`src/rtl/sram_req_adapter.sv`:
```
// Val/rdy request/response front-end for a single-port SRAM macro (1-cycle read latency).
// Optional perf counters are built in when SRAM_REQ_ADAPTER_PERF_EN is defined.
module sram_req_adapter #(
  parameter  int p_data_nbits  = 128,
  parameter  int p_num_entries = 256,
  localparam int c_addr_nbits  = $clog2(p_num_entries),
  localparam int c_mask_nbits  = p_data_nbits / 8
) (
  input  logic                    clk,
  input  logic                    reset,
  input  logic                    req_val,
  output logic                    req_rdy,
  input  logic                    req_type,
  input  logic [c_addr_nbits-1:0] req_addr,
  input  logic [p_data_nbits-1:0] req_data,
  input  logic [c_mask_nbits-1:0] req_wmask,
  output logic                    resp_val,
  input  logic                    resp_rdy,
  output logic                    resp_type,
  output logic [p_data_nbits-1:0] resp_data,
  output logic                    sram_csb,
  output logic                    sram_web,
  output logic                    sram_oeb,
  output logic [c_addr_nbits-1:0] sram_a,
  output logic [p_data_nbits-1:0] sram_i,
  output logic [c_mask_nbits-1:0] sram_wbm,
`ifdef SRAM_REQ_ADAPTER_PERF_EN
  output logic [31:0]             perf_reads,
  output logic [31:0]             perf_writes,
  output logic [31:0]             perf_stalls,
`endif
  input  logic [p_data_nbits-1:0] sram_o
);

  logic                         fire;
  logic                         inflight_val;
  logic                         inflight_type;
  logic [p_data_nbits-1:0]      inflight_data;
  logic [1:0]                   count;
  logic [1:0]                   buf_type;
  logic [1:0][p_data_nbits-1:0] buf_data;
  logic                         deq;
  logic                         deq_fifo;
  logic                         enq;
  logic [1:0]                   wsel;

  // Reserve a buffer slot for every in-flight request, so a captured
  // response can always be enqueued even if the consumer stalls.
  assign req_rdy = !reset && (({1'b0, count} + {2'b0, inflight_val}) < 3'd2);
  assign fire    = req_val && req_rdy;

  assign sram_csb = !fire;
  assign sram_web = !(fire && req_type);
  assign sram_oeb = !(!reset && inflight_val && !inflight_type);
  assign sram_a   = fire ? req_addr : '0;
  assign sram_i   = fire ? req_data : '0;
  assign sram_wbm = (fire && req_type) ? req_wmask : '0;

  assign inflight_data = inflight_type ? '0 : sram_o;

  // FIFO head wins over the in-flight response to keep responses in order.
  assign resp_val  = !reset && ((count != 2'd0) || inflight_val);
  assign resp_type = (count != 2'd0) ? buf_type[0] : inflight_type;
  assign resp_data = (count != 2'd0) ? buf_data[0] : inflight_data;

  assign deq      = resp_val && resp_rdy;
  assign deq_fifo = deq && (count != 2'd0);
  assign enq      = !reset && inflight_val && !((count == 2'd0) && resp_rdy);
  assign wsel     = count - {1'b0, deq_fifo};

  always_ff @(posedge clk) begin
    if (reset) begin
      inflight_val  <= 1'b0;
      inflight_type <= 1'b0;
      count         <= 2'd0;
      buf_type      <= '0;
      buf_data      <= '0;
    end else begin
      inflight_val  <= fire;
      inflight_type <= req_type;
      count         <= count + {1'b0, enq} - {1'b0, deq_fifo};
      if (deq_fifo) begin
        buf_type[0] <= buf_type[1];
        buf_data[0] <= buf_data[1];
      end
      if (enq) begin
        buf_type[wsel[0]] <= inflight_type;
        buf_data[wsel[0]] <= inflight_data;
      end
    end
  end

`ifdef SRAM_REQ_ADAPTER_PERF_EN
  always_ff @(posedge clk) begin
    if (reset) begin
      perf_reads  <= '0;
      perf_writes <= '0;
      perf_stalls <= '0;
    end else begin
      if (fire && !req_type && (perf_reads != '1))
        perf_reads <= perf_reads + 32'd1;
      if (fire && req_type && (perf_writes != '1))
        perf_writes <= perf_writes + 32'd1;
      if (req_val && !req_rdy && (perf_stalls != '1))
        perf_stalls <= perf_stalls + 32'd1;
    end
  end
`endif

endmodule

```
`config.mk`:
```
export PLATFORM = sky130hd
export DESIGN_NAME = sram_req_adapter
export DESIGN_NICKNAME = d
export VERILOG_FILES = /design/src/rtl/sram_req_adapter.sv
export SDC_FILE = /design/constraint.sdc
export NUM_CORES = 1
export LEC_CHECK = 0
export BUFFER_PORTS_ARGS = -buffer_cell sky130_fd_sc_hd__buf_4
export CAP_MARGIN = 20
export CELL_PAD_IN_SITES_DETAIL_PLACEMENT = 2
export CELL_PAD_IN_SITES_GLOBAL_PLACEMENT = 2
export CORE_UTILIZATION = 30
export DETAILED_ROUTE_END_ITERATION = 8
export PLACE_DENSITY_LB_ADDON = 0.1
export RECOVER_POWER = 100
export REMOVE_ABC_BUFFERS = 1
export SYNTH_ARGS = -nofsm -noshare
export SYNTH_HDL_FRONTEND = slang
export SYNTH_SLANG_ARGS = --single-unit
```
`constraint.sdc`:
```
create_clock -name clk -period 5.7 [get_ports clk]
set_clock_uncertainty 0.2 [all_clocks]
set_input_delay 1.425 -clock clk [delete_from_list [all_inputs] [get_ports clk]]
set_output_delay 1.425 -clock clk [all_outputs]
set_load 0.01 [all_outputs]
```
==> results.toml <==
[run_status]
outcome = "finished with violations"
violations = "capacitance limit, slew limit"

[floorplanning]
die_w_microns = 229.2
ioPinCount = 571
initial_core_util_pct = 30.61
rows = 82
die_h_microns = 229.2
die_area_sq_mm = 0.05252
core_region_area_sq_mm = 0.05058

[clock_tree]
root_buffer = "clkbuf_16"
clkSlewWorstSetupHoldPaths_ps = 50
cts_buffers = 35
tritoncts = "built"
cts_resized = 0
clockBufferDepth = 3
clkSinkCount = 262
clkLatencyLatePin_ps = 550
post_cts_buffers = 0
h-tree-depth = 2
cts_hold_buf = 0

[routing]
via_per_inst = 5.590
antenna_left = 0
drc = 0
routed_wl_mm = 82.78
firstDrtPassIters = 6
drt_iter0_markers = 1050
wl_per_cell_microns = 28.03
vias = 16510

[synth]
synth_area_leaders = "dfxtp_1 (34%), o21ai_0 (8.2%), nand2b_1 (8.0%)"
yosysWarnings = 0
ys_types = 37
yosysSeqAreaShare_pct = 33.88
synth_seq_cells = 262
synth.avg_cell_area_sq_um = 8.414
ys.flop_type = "dfxtp_1"
syn_inst = 1840
synthTopCellsByCount = "dfxtp_1 (262), o21ai_0 (255), nand2b_1 (199), and3_1 (152), clkbuf_1 (138)"
yosys.cell_count.top_type = "dfxtp_1"
synth_top_area_cell = "dfxtp_1"
synthDominantCellAreaShare_pct = 33.88
async_flop_share_pct = 0
syn-cell-area_sq_mm = 0.01548
synth-edff-count = 0

[power]
p_total_mw = 5.437
p_per_area_mw_per_mm2 = 274.3
p_leak_nw = 8.112
ir_worst_vdd_mv = 0.1656

[critical_path]
worstPathRequired_ps = 4070
reg2regPathDepth = 4
r2r_end = "buf_data[128]$_SDFFE_PP0P_"
critPathKind = "in2out"
critical-path-top-delay-family = "buffers and inverters"
setup.worst_path.end_class = "output port"
critPathBufInv = 3
r2r-start = "count[0]$_SDFF_PP0_"
path_max_fanout = 137
cpPeakStageDelay_ps = 1020
path_cells = "buf_8, a211oi_1, clkbuf_4, and3_1, clkbuf_1"
cpMaxStageDelayCell = "clkbuf_4"
crit_arrival_ps = 3600
crit_end = "sram_i[59]"
crit_path_start = "reset"
cp-start-kind = "input port"
rrSetupSlack_ps = 1570
path_depth = 5

[sta]
period_minus_slack_ps = 5224
rsz0062_at_grt = "no"
worst_slack_ps = 475.6
finalSetupViolations = 0
timing.final.max_slew_violations = 431
fmaxAchievable_ghz = 0.1914
tightest_slew_ps = 2668
hold_viol = 0
slew_headroom_pct = -77.86
finalCritPeriodShare_pct = 91.66

[global_routing]
grt_pass1_vias = 17410
grt_pass1_wl_mm = 118.9
overflow = 0
track_usage_pct = 30.26
antenna_found_initial = 38
grt_max_degree = 261

[final_layout]
layoutNonFillerInstCount = 2953
drive_gt1_share_pct = 23.73
nets = 2525
synthToLayoutAreaGrowth_pct = 28.03
post-route-util_pct = 39.19

[hold_path]
worstHoldPathType = "reg2reg"

[placement]
dp.cells = 2873
port_buffers = 570
gp_congestion = 0.9655
dpl.hpwl_mm = 57.65
pre_cts_ws_ps = 968.3

[run]
drv_cap = 4
[placed cells by master, fill, tap and decap left out, types with 2 or more instances in the layout]
master	instances
buf_4	338
dfxtp_1	261
o21ai_0	255
clkbuf_1	254
nand2b_1	199
and3_1	152
nand2_1	134
a32oi_1	127
a221oi_1	123
nor2_1	67
nor2b_1	67
mux2i_1	67
or2_2	65
mux2_2	60
clkbuf_16	36
diode_2	18
buf_12	8
clkbuf_8	6
a221oi_2	4
nor3_1	3
mux2_1	3
bufinv_16	3
clkbuf_4	3
and2_0	2
inv_1	2
nand3_1	2
a311oi_1	2
ha_1	2
clkbuf_2	2
[state kept, by name, indices dropped and copies added, names as in the netlist]
register	count
buf_data	256
buf_type	2
count	2
inflight_type	1
inflight_val	1
[power by group]
| part | leakage [nW] | internal [mW] | switching (mW) |
|---|---|---|---|
| logic | 5.43 | 0.410 | 0.822 |
| clock network | 0.560 | 1.38 | 0.895 |
| registers | 2.12 | 1.89 | 0.0400 |
| total | 8.11 | 3.68 | 1.76 |
[logic make-up after synthesis]
kind of cell    count (synthesis)  synth area share, %
mux                           130                8.915
buf+inv                       234                7.896
xor+xnor                        3               0.2183
fa+ha+maj                       2               0.1616
compound gates                514                24.09
simple gates                  695                24.84
flops                         262                33.88
[tightest hold or removal path, stage by stage (launching register included)]
cell and delay, ps:
dfxtp_1 310, nand2b_1 60, mux2i_1 60
[per-layer routing]
layer  global-route usage, %  vias up  routed length, microns
met2                   52.73      465                   41250
met5                       0        -                      82
met4                   9.292       12                    2477
li1                        -     7494                       -
met1                   36.94     8430                   34470
met3                   6.524      106                    4503
[per-stage QoR]
stage / hold WS, ps / instance area, sq um / setup TNS, ps
after floorplan: 251.4 / 14270 / -1588290
after global placement: 260.3 / 19780 / 0
after detailed placement: 269.5 / 19780 / 0
after CTS: 283.9 / 20940 / 0
after global routing: 296.6 / 19800 / 0
final: 280.4 / 19820 / 0
[final cells by class]
class | count | area (sq um)
inverter | 2 | 7.507
timing repair buffer | 593 | 3650
antenna | 18 | 45.04
clock inverter | 7 | 127.6
sequential | 262 | 5246
fill | 5901 | 30760
multi-input combinational | 1344 | 8871
tap | 672 | 840.8
clock buffer | 55 | 1032
[worst min-delay path by stage]
stage	startpoint	endpoint	slack, ps	depth (start not counted)
floorplan	buf_data[190]$_SDFFE_PP0P_	buf_data[190]$_SDFFE_PP0P_	250	2
global placement	buf_data[239]$_SDFFE_PP0P_	buf_data[239]$_SDFFE_PP0P_	260	2
detailed placement	buf_data[251]$_SDFFE_PP0P_	buf_data[251]$_SDFFE_PP0P_	270	2
CTS	buf_data[251]$_SDFFE_PP0P_	buf_data[251]$_SDFFE_PP0P_	280	2
global route	buf_data[198]$_SDFFE_PP0P_	buf_data[198]$_SDFFE_PP0P_	300	2
finish	buf_data[196]$_SDFFE_PP0P_	buf_data[196]$_SDFFE_PP0P_	280	2
No activity file was read; power rests on OpenSTA's default activity.
